### src/rtl/cim_ctrl_seq.sv
// CIM core CSR file with a two-cycle-per-word SRAM/eDRAM copy sequencer.
// Optional PERF busy-cycle counter at 0x40 is built when CIM_CTRL_SEQ_PERF_CNT_EN is defined.
module cim_ctrl_seq #(
    parameter int ADDR_WIDTH     = 16,
    parameter int DATA_WIDTH     = 64,
    parameter int NUM_USER_REGS  = 4,
    parameter int USER_REG_WIDTH = 32
) (
    input  logic                                      clk_i,
    input  logic                                      rst_i,
    input  logic                                      reg_valid_i,
    input  logic                                      reg_write_i,
    input  logic [7:0]                                reg_addr_i,
    input  logic [31:0]                               reg_wdata_i,
    input  logic [3:0]                                reg_wstrb_i,
    output logic [31:0]                               reg_rdata_o,
    output logic                                      reg_error_o,
    output logic                                      reg_ready_o,
    output logic                                      mem_mux_o,
    output logic [NUM_USER_REGS*USER_REG_WIDTH-1:0]   user_regs_o,
    output logic                                      sram_req_o,
    output logic                                      sram_we_o,
    output logic [ADDR_WIDTH-1:0]                     sram_addr_o,
    output logic [DATA_WIDTH/8-1:0]                   sram_be_o,
    output logic [DATA_WIDTH-1:0]                     sram_wdata_o,
    input  logic [DATA_WIDTH-1:0]                     sram_rdata_i,
    output logic                                      edram_req_o,
    output logic                                      edram_we_o,
    output logic [ADDR_WIDTH-1:0]                     edram_addr_o,
    output logic [DATA_WIDTH/8-1:0]                   edram_be_o,
    output logic [DATA_WIDTH-1:0]                     edram_wdata_o,
    input  logic [DATA_WIDTH-1:0]                     edram_rdata_i,
    output logic                                      irq_o
);
    localparam logic [5:0] W_CTRL   = 6'd0;
    localparam logic [5:0] W_STATUS = 6'd1;
    localparam logic [5:0] W_SRC    = 6'd2;
    localparam logic [5:0] W_DST    = 6'd3;
    localparam logic [5:0] W_LEN    = 6'd4;
    localparam int         USER0    = 5;

    typedef enum logic [1:0] {S_IDLE, S_RD, S_WR, S_FIN} state_t;

    state_t state_q, state_d;

    logic                  mux_q, mux_d, dir_q, dir_d, irq_en_q, irq_en_d;
    logic                  done_q, done_d, err_q, err_d, irq_q, irq_d;
    logic [ADDR_WIDTH-1:0] src_q, src_d, dst_q, dst_d;
    logic [15:0]           len_q, len_d;
    logic [ADDR_WIDTH-1:0] run_src_q, run_src_d, run_dst_q, run_dst_d;
    logic [15:0]           run_len_q, run_len_d, idx_q, idx_d;
    logic                  run_dir_q, run_dir_d;

    logic [5:0] widx;
    logic       wr_en, busy, start_req, start_ok, cfg_wr, err_set, last_word;
    logic       unused_addr_bits;

    assign widx             = reg_addr_i[7:2];
    assign unused_addr_bits = &{1'b0, reg_addr_i[1:0]};
    assign wr_en            = reg_valid_i & reg_write_i;
    assign busy             = (state_q == S_RD) || (state_q == S_WR);
    assign start_req        = wr_en && (widx == W_CTRL) && reg_wstrb_i[0] && reg_wdata_i[0];
    // FIN already reports idle, so a start landing there is accepted like one in IDLE.
    assign start_ok         = start_req && !busy;
    assign cfg_wr           = wr_en && (widx == W_SRC || widx == W_DST || widx == W_LEN);
    assign err_set          = busy && (start_req || cfg_wr);
    assign last_word        = (idx_q == run_len_q - 16'd1);

    function automatic logic [31:0] merge(input logic [31:0] old_v, input logic [31:0] new_v,
                                          input logic [3:0] strb);
        logic [31:0] res;
        for (int b = 0; b < 4; b++) begin
            res[b*8 +: 8] = strb[b] ? new_v[b*8 +: 8] : old_v[b*8 +: 8];
        end
        return res;
    endfunction

    // FSM: state register
    always_ff @(posedge clk_i or posedge rst_i) begin
        if (rst_i) state_q <= S_IDLE;
        else       state_q <= state_d;
    end

    // FSM: next state
    always_comb begin
        state_d = state_q;
        case (state_q)
            S_IDLE, S_FIN: begin
                state_d = S_IDLE;
                if (start_ok) state_d = (len_q != 16'd0) ? S_RD : S_FIN;
            end
            S_RD:    state_d = S_WR;
            S_WR:    state_d = last_word ? S_FIN : S_RD;
            default: state_d = S_IDLE;
        endcase
    end

    // FSM: memory port outputs; the port not being addressed stays all-zero
    always_comb begin
        sram_req_o    = 1'b0;
        sram_we_o     = 1'b0;
        sram_addr_o   = '0;
        sram_be_o     = '0;
        sram_wdata_o  = '0;
        edram_req_o   = 1'b0;
        edram_we_o    = 1'b0;
        edram_addr_o  = '0;
        edram_be_o    = '0;
        edram_wdata_o = '0;
        if (state_q == S_RD) begin
            if (!run_dir_q) begin
                sram_req_o  = 1'b1;
                sram_addr_o = run_src_q + ADDR_WIDTH'(idx_q);
            end else begin
                edram_req_o  = 1'b1;
                edram_addr_o = run_src_q + ADDR_WIDTH'(idx_q);
            end
        end else if (state_q == S_WR) begin
            if (!run_dir_q) begin
                edram_req_o   = 1'b1;
                edram_we_o    = 1'b1;
                edram_be_o    = '1;
                edram_addr_o  = run_dst_q + ADDR_WIDTH'(idx_q);
                edram_wdata_o = sram_rdata_i;
            end else begin
                sram_req_o    = 1'b1;
                sram_we_o     = 1'b1;
                sram_be_o     = '1;
                sram_addr_o   = run_dst_q + ADDR_WIDTH'(idx_q);
                sram_wdata_o  = edram_rdata_i;
            end
        end
    end

    always_comb begin
        mux_d     = mux_q;
        dir_d     = dir_q;
        irq_en_d  = irq_en_q;
        src_d     = src_q;
        dst_d     = dst_q;
        len_d     = len_q;
        run_src_d = run_src_q;
        run_dst_d = run_dst_q;
        run_len_d = run_len_q;
        run_dir_d = run_dir_q;
        idx_d     = idx_q;
        done_d    = done_q;
        err_d     = err_q;

        if (wr_en && widx == W_CTRL && reg_wstrb_i[0]) begin
            mux_d    = reg_wdata_i[1];
            dir_d    = reg_wdata_i[2];
            irq_en_d = reg_wdata_i[3];
        end
        if (wr_en && !busy) begin
            if (widx == W_SRC) src_d = ADDR_WIDTH'(merge(32'(src_q), reg_wdata_i, reg_wstrb_i));
            if (widx == W_DST) dst_d = ADDR_WIDTH'(merge(32'(dst_q), reg_wdata_i, reg_wstrb_i));
            if (widx == W_LEN) len_d = 16'(merge(32'(len_q), reg_wdata_i, reg_wstrb_i));
        end

        // Clears are applied first so a simultaneous set always wins.
        if (wr_en && widx == W_STATUS && reg_wstrb_i[0]) begin
            if (reg_wdata_i[1]) done_d = 1'b0;
            if (reg_wdata_i[2]) err_d  = 1'b0;
        end
        if (state_q == S_FIN) done_d = 1'b1;
        if (err_set)          err_d  = 1'b1;

        if (start_ok) begin
            run_src_d = src_q;
            run_dst_d = dst_q;
            run_len_d = len_q;
            run_dir_d = dir_q;
            idx_d     = 16'd0;
        end else if (state_q == S_WR && !last_word) begin
            idx_d = idx_q + 16'd1;
        end
    end

    assign irq_d = done_d & irq_en_d;

    always_ff @(posedge clk_i or posedge rst_i) begin
        if (rst_i) begin
            mux_q     <= 1'b0;
            dir_q     <= 1'b0;
            irq_en_q  <= 1'b0;
            done_q    <= 1'b0;
            err_q     <= 1'b0;
            irq_q     <= 1'b0;
            src_q     <= '0;
            dst_q     <= '0;
            len_q     <= '0;
            run_src_q <= '0;
            run_dst_q <= '0;
            run_len_q <= '0;
            run_dir_q <= 1'b0;
            idx_q     <= '0;
        end else begin
            mux_q     <= mux_d;
            dir_q     <= dir_d;
            irq_en_q  <= irq_en_d;
            done_q    <= done_d;
            err_q     <= err_d;
            irq_q     <= irq_d;
            src_q     <= src_d;
            dst_q     <= dst_d;
            len_q     <= len_d;
            run_src_q <= run_src_d;
            run_dst_q <= run_dst_d;
            run_len_q <= run_len_d;
            run_dir_q <= run_dir_d;
            idx_q     <= idx_d;
        end
    end

    genvar gi;
    generate
        for (gi = 0; gi < NUM_USER_REGS; gi++) begin : g_user
            logic [USER_REG_WIDTH-1:0] user_q, user_d;
            always_comb begin
                user_d = user_q;
                if (wr_en && widx == 6'(USER0 + gi))
                    user_d = USER_REG_WIDTH'(merge(32'(user_q), reg_wdata_i, reg_wstrb_i));
            end
            always_ff @(posedge clk_i or posedge rst_i) begin
                if (rst_i) user_q <= '0;
                else       user_q <= user_d;
            end
            assign user_regs_o[gi*USER_REG_WIDTH +: USER_REG_WIDTH] = user_q;
        end
    endgenerate

`ifdef CIM_CTRL_SEQ_PERF_CNT_EN
    logic [31:0] perf_q, perf_d;
    always_comb begin
        perf_d = perf_q;
        if (start_ok)                         perf_d = 32'd0;
        else if (busy && perf_q != 32'hFFFF_FFFF) perf_d = perf_q + 32'd1;
    end
    always_ff @(posedge clk_i or posedge rst_i) begin
        if (rst_i) perf_q <= '0;
        else       perf_q <= perf_d;
    end
`endif

    logic mapped;
    always_comb begin
        reg_rdata_o = '0;
        mapped      = 1'b1;
        case (widx)
            W_CTRL:   reg_rdata_o = {28'd0, irq_en_q, dir_q, mux_q, 1'b0};
            W_STATUS: reg_rdata_o = {29'd0, err_q, done_q, busy};
            W_SRC:    reg_rdata_o = 32'(src_q);
            W_DST:    reg_rdata_o = 32'(dst_q);
            W_LEN:    reg_rdata_o = {16'd0, len_q};
`ifdef CIM_CTRL_SEQ_PERF_CNT_EN
            6'h10:    reg_rdata_o = perf_q;
`endif
            default:  mapped = 1'b0;
        endcase
        for (int i = 0; i < NUM_USER_REGS; i++) begin
            if (widx == 6'(USER0 + i)) begin
                reg_rdata_o = 32'(user_regs_o[i*USER_REG_WIDTH +: USER_REG_WIDTH]);
                mapped      = 1'b1;
            end
        end
    end

    assign reg_error_o = reg_valid_i & ~mapped;
    assign reg_ready_o = 1'b1;
    assign mem_mux_o   = mux_q;
    assign irq_o       = irq_q;

endmodule
### config.mk
export PLATFORM = sky130hd
export DESIGN_NAME = cim_ctrl_seq
export DESIGN_NICKNAME = d
export VERILOG_FILES = /design/src/rtl/cim_ctrl_seq.sv
export SDC_FILE = /design/constraint.sdc
export NUM_CORES = 1
export LEC_CHECK = 0
export BUFFER_PORTS_ARGS = -buffer_cell sky130_fd_sc_hd__buf_4
export CORE_AREA = 2 2 202 204
export CTS_CLUSTER_DIAMETER = 50
export CTS_CLUSTER_SIZE = 10
export DETAILED_ROUTE_END_ITERATION = 10
export DIE_AREA = 0 0 204 206
export PLACE_DENSITY_LB_ADDON = 0.05
export SETUP_SLACK_MARGIN = 0.4
export SKIP_CTS_REPAIR_TIMING = 1
export SYNTH_ARGS = -nofsm -noshare
export SYNTH_HDL_FRONTEND = slang
export SYNTH_SLANG_ARGS = --single-unit
### constraint.sdc
create_clock -name clk_i -period 21.2 [get_ports clk_i]
set_clock_uncertainty 0.15 [all_clocks]
set_input_delay 1.06 -clock clk_i [delete_from_list [all_inputs] [get_ports clk_i]]
set_output_delay 1.06 -clock clk_i [all_outputs]
set_load 0.05 [all_outputs]
==> impl_metrics.py, run 1 <==
metrics = {
    "global_route": {
        "grt_pass1_wl_um": 80800,
        "gr-usage-met2_pct": 41.5,
        "antenna_found_initial": 0,
        "grt-busiest-layer": "met2",
        "grt_pass1_vias": 12600,
        "gr-usage-met1_pct": 33.9,
        "grt-ovfl-total": 0,
        "use_met3_pct": 5.72,
        "grt_usage_pct": 25.2,
        "grt_start_max_net_pins": 115,
    },
    "sta": {
        "tightestPinTransition_ns": 1.16,
        "rsz0062_at_grt": "false",
        "fin_ws_ns": 16.20,
        "fmax_mhz": 200,
        "finalCritPeriodShare_pct": 23.6,
        "hold_viol_final": 0,
        "slew_violations": 0,
        "period_needed_ns": 5.00,
        "tns_ns": 0,
        "timing.slew.headroom_pct": 22.6,
        "finalSetupViolCount": 0,
    },
    "final_layout": {
        "area_delta_synth_final_pct": 36.9,
        "nets": 2122,
        "antenna_cells": 0,
        "fin_util_pct": 48.8,
        "drive_gt1_share_pct": 41.3,
        "fin_area_um2": 19600,
    },
    "clock_network": {
        "max-clock-path-buffers": 3,
        "clk_latency_ns": 0.51,
        "cts-root-buf": "clkbuf_16",
        "clkSinkCount": 249,
        "cts_tree": "built",
        "cts_htree_levels": 2,
        "cts_made_buffers": 35,
        "clk_pin_slew_ns": 0.05,
    },
    "power_and_ir_drop": {
        "power.density_cell_area_nw_per_um2": 62.7,
        "leakagePower_uw": 0.0101,
        "peakVddDrop_v": 0.0000632,
        "finalPower_uw": 1230,
    },
    "placed_design": {
        "place_ws_ns": 16.46,
        "postPlaceCellArea_um2": 18600,
        "gp_congestion": 0.860,
        "post-dp-hpwl_um": 41400,
        "portBuffers": 516,
    },
    "floorplan": {
        "rows": 74,
        "fp.dieW_um": 204,
        "die_h_um": 206,
        "core_area_um2": 40200,
        "dieArea_um2": 42000,
        "pin_count": 520,
        "start_util_pct": 35.7,
    },
    "drt": {
        "drt_iter0_drc": 763,
        "wl_per_cell_um": 22.2,
        "viasPerCell": 5.22,
        "vias": 12800,
        "ant_nets": 0,
        "wl_um": 54400,
        "dr.pass1.iters": 7,
        "drc": 0,
    },
    "setup_path": {
        "cp-start-kind": "flop",
        "crit_path_end_kind": "primary output",
        "critPathKind": "reg2out",
        "cp.required_ns": 19.99,
        "arrival_ns": 3.79,
        "crit_fanout": 8,
        "worst_r2r_path_depth": 8,
    },
    "synthesis": {
        "ys_seq_elements": 249,
        "yosysTopAreaCell": "dfrtp_1",
        "synth.most_common_cell": "dfrtp_1",
        "syn_nets": 1647,
        "yosys-top-cells-area": "dfrtp_1 (43%), mux2_2 (15%), and2_1 (5.9%), nand2_1 (5.8%), ha_1 (3.1%)",
        "syn_avg_cell_area_um2": 9.99,
        "synth-edff-count": 0,
        "yosys-top-cells-count": "dfrtp_1 (249), nand2_1 (220), mux2_2 (190)",
        "synthArstFlopShare_pct": 100,
        "ys.flop_type": "dfrtp_1",
        "syn_inst": 1434,
        "yosysWarnings": 0,
        "yosysSeqAreaShare_pct": 43.5,
        "synth.cell_area_um2": 14300,
        "synthDominantCellAreaShare_pct": 43.5,
        "synthDistinctLibCells": 67,
    },
    "run": {
        "drv_cap": 0,
    },
    "hold_path": {
        "hold_class": "reg2reg",
        "whs_path_depth": 2,
    },
    "status": {
        "outcome": "completed",
    },
}
==> cells in the final DEF, fill, tap and decap left out, types with 18 or more instances in the layout <==
cell       netlist  final
a21oi_1         41     41
a22o_1          36     36
a22oi_1         23     23
and2_1         135    135
buf_4           19    534
clkbuf_16        0     37
dfrtp_1        249    249
ha_1            35     35
inv_1           21     18
mux2_2         190    190
mux2i_1         19     19
nand2_1        220    220
nand3_1         19     18
nor2_1          46     46
nor3_1          21     21
o21ai_0         54     54
o22ai_1         19     19
xnor2_1         38     38
==> registers in the layout, indices dropped and copies added, names as in the netlist, 2 cells and up <==
| signal | cells |
|---|---|
| src_q | 16 |
| len_q | 16 |
| g_user.user_q | 128 |
| run_len_q | 16 |
| run_dst_q | 16 |
| idx_q | 16 |
| run_src_q | 16 |
| dst_q | 16 |
| state_q | 2 |
==> layout make-up <==
type	count	area [µm²]
clock buffer	40	947
clock inverter	11	93.8
fill	3829	20600
inverter	21	86.3
multi-input combinational	1068	7580
sequential	249	6230
tap	532	666
timing repair buffer	534	4010
==> cell families (layout without fill, tap and decap cells) <==
kind of cell,after synthesis,in the layout,synth area share (%)
AO/OA/AOI/OAI,245,245,11.7
XOR/XNOR,50,50,3.06
adder cells (fa/ha/maj),37,37,3.34
buffers and inverters,117,606,3.69
flip-flops,249,249,43.5
multiplexers,209,209,16.3
other,1,1,0.0262
AND/OR/NAND/NOR,526,526,18.5
==> per-stage QoR <==
step | hold WS, ns | std cells
3_3_place_gp | 0.314 | 2404
3_5_place_dp | 0.317 | 2404
4_1_cts | 0.332 | 2455
5_1_grt | 0.350 | 2455
6_report | 0.325 | 2455
2_1_floorplan | 0.294 | 1434
==> critical path, stage by stage, from the launching register on <==
cell and delay (ns):
dfrtp_1 0.59, ha_1 0.34, a211o_1 0.28, a21oi_1 0.22
o21ai_0 0.21, a221o_1 0.36, o41ai_1 0.44, o21ai_0 0.22
xnor2_1 0.19, o22ai_1 0.20, buf_4 0.24
==> worst paths after layout <==
path | end | slack (ns) | from
max | sram_addr_o[15] | 16.20 | idx_q[1]
min | run_src_q[11] | 0.33 | run_src_q[11]
max reg2reg | idx_q[15] | 17.68 | run_len_q[4]
min reg2reg | run_src_q[11] | 0.33 | run_src_q[11]
max in group asynchronous | irq_o | 17.99 | rst_i
min in group asynchronous | g_user[1].user_q[16] | 0.54 | rst_i
==> metal layers <==
metal | vias to the layer above | share of wire, %
met2 | 424 | 47
met4 | 0 | 1.5
met1 | 6349 | 44
met3 | 52 | 7.0
li1 | 5997 | -
met5 | - | 0
==> where the power goes <==
group,internal [µW],switching (µW),total (µW)
registers,495,20.6,515
clock network,329,213,542
logic,67.2,106,173
Power figures use the tool's default switching activity.
==> inputs of run 2 (changes only) <==
Settings changed: CORE_AREA 2 2 202 204 to 2 2 204 206, DIE_AREA 0 0 204 206 to 0 0 206 208.
Clock period 21.2 ns to 5.1 ns, I/O delays scaled along.
==> run 2 against run 1 <==
Clock power rose to 3.5 times the previous value; sequential power grew to 4.2 times the previous value; largest cell class unchanged; power rose to 3.9 times the previous value; flip-flop and latch count did not move; cell count up 1.3%; first-iteration DRC count fell by 0.13%; global-route usage fell by 0.23 points; via count is 0.60% higher; register-to-register slack lost 16 ns; clock-buffer cell count shrank 1.
==> impl_metrics.py, run 2 (same netlist as run 1, synthesis figures left out) <==
metrics = {
    "floorplan": {
        "fp.dieW_um": 206,
        "dieArea_um2": 42800,
        "pin_count": 520,
        "start_util_pct": 35.3,
        "rows": 74,
        "die_h_um": 208,
        "core_area_um2": 40600,
    },
    "final_layout": {
        "layout_commonest_cell": "buf_4",
        "nets": 2154,
        "final_cell_mix": "buf_4 (536), dfrtp_1 (249), nand2_1 (220), mux2_2 (190), and2_1 (135)",
        "stdcell_count": 2486,
        "largest_register_ffs": 128,
        "fin_util_pct": 48.8,
        "fillerInstances": 3870,
        "area_delta_synth_final_pct": 38.1,
        "drive_gt1_share_pct": 40.2,
        "top_register": "g_user.user_q",
    },
    "clock_network": {
        "cts_made_buffers": 31,
        "clk_pin_slew_ns": 0.06,
        "cts_tree": "built",
        "clk_latency_ns": 0.56,
        "cts-root-buf": "clkbuf_16",
        "cts_htree_levels": 1,
        "clkSinkCount": 249,
        "max-clock-path-buffers": 3,
    },
    "setup_path": {
        "r2r-end": "idx_q[15]",
        "cp-start-kind": "flop",
        "crit_end": "sram_addr_o[15]",
        "cp-startpoint": "idx_q[1]",
        "r2r-start": "run_len_q[0]",
        "crit_fanout": 8,
        "critPathKind": "reg2out",
        "crit_path_end_kind": "primary output",
        "r2r_setup_slack_ns": 1.57,
        "cp.required_ns": 4.70,
        "worst_r2r_path_depth": 10,
        "arrival_ns": 3.66,
    },
    "hold_path": {
        "hold_class": "in2reg",
    },
    "drt": {
        "vias": 12900,
        "viasPerCell": 5.19,
        "dr.pass1.iters": 5,
        "ant_nets": 0,
        "drc": 0,
        "drt_iter0_drc": 762,
        "wl_per_cell_um": 22.4,
        "wl_um": 55700,
    },
    "sta": {
        "finalSetupViolCount": 0,
        "slew_violations": 0,
        "tns_ns": 0,
        "fmax_mhz": 246,
        "timing.slew.headroom_pct": 23.0,
        "period_needed_ns": 4.06,
        "rsz0062_at_grt": "false",
        "finalCritPeriodShare_pct": 79.6,
        "hold_viol_final": 0,
        "tightestPinTransition_ns": 1.15,
    },
    "placed_design": {
        "gp_congestion": 0.854,
        "portBuffers": 516,
        "dp_cells": 2407,
        "post-dp-hpwl_um": 43000,
    },
    "status": {
        "outcome": "completed",
    },
    "power_and_ir_drop": {
        "leakagePower_uw": 0.0101,
        "power.density_cell_area_nw_per_um2": 243,
        "peakVddDrop_v": 0.000240,
    },
    "global_route": {
        "grt_usage_pct": 24.9,
        "antenna_found_initial": 2,
        "grt_start_max_net_pins": 152,
        "grt_pass1_vias": 12600,
        "grt_pass1_wl_um": 81900,
        "grt-ovfl-total": 0,
    },
    "run": {
        "drv_cap": 0,
    },
}
[run 2: cell types whose count changed in the layout (fill, tap and decap cells not counted), sizes merged]
cell         delta
clkinv          -4
buf             +3
clkinvlp        +2
dlygate4sd3    +33
diode           +2
inv             -3
clkbuf          -1
bufinv          -1
[run 2: worst min path at each step]
stage | startpoint | to | cells past startpoint | slack [ns]
2_1_floorplan | reg_wdata_i[2] | dir_q | 2 | 0.22
3_3_place_gp | rst_i | g_user[1].user_q[16] | 2 | 0.11
3_5_place_dp | rst_i | g_user[1].user_q[16] | 2 | 0.12
4_1_cts | rst_i | g_user[0].user_q[18] | 2 | -0.47
5_1_grt | reg_valid_i | err_q | 4 | 0.08
6_report | reg_valid_i | err_q | 4 | 0.06
[run 2: cell type report]
type                    count  area, µm²  share of cell area (%)
inverters                  21       82.6                   0.417
repair buffers            570       4370                    22.1
flip-flops and latches    249       6230                    31.5
clock buffers              39        816                    4.12
diodes                      2       5.00                  0.0253
clock inverters             5       33.8                   0.171
well taps                 532        666                    3.36
multi-input cells        1068       7570                    38.3
[run 2: power by group]
part / total (µW) / switching [µW] / internal (µW)
Clock: 1920 / 813 / 1100
Combinational: 744 / 446 / 297
Sequential: 2140 / 84.1 / 2060
[run 2: metal layers]
metal  track usage (%)  vias up  wire, µm
li1                  -     6059         -
met1              31.3     6328     22800
met2              42.3      442     27100
met3              6.03       70      4280
met4              7.36        0      1480
met5                 0        -         0
[run 2: metrics by stage]
| step | power, µW | setup WS [ns] | hold slack [ns] | cell area (µm²) |
|---|---|---|---|---|
| 5_1_grt | 4980 | 0.698 | 0.0837 | 19800 |
| 2_1_floorplan | 2580 | 1.42 | 0.217 | 14300 |
| 4_1_cts | 4830 | 0.977 | -0.472 | 19400 |
| 3_3_place_gp | 2890 | 1.54 | 0.113 | 18600 |
| 3_5_place_dp | 2900 | 1.58 | 0.120 | 18600 |
| 6_report | 4800 | 1.04 | 0.0551 | 19800 |
[run 2: worst max-delay path, cell delays in order, from the launching register on]
cell	delay, ns
dfrtp_1	0.56
ha_1	0.32
a211o_1	0.29
a21oi_1	0.17
o21ai_0	0.17
a221o_1	0.36
o41ai_1	0.42
o21ai_0	0.19
xnor2_1	0.18
o22ai_1	0.20
buf_4	0.24
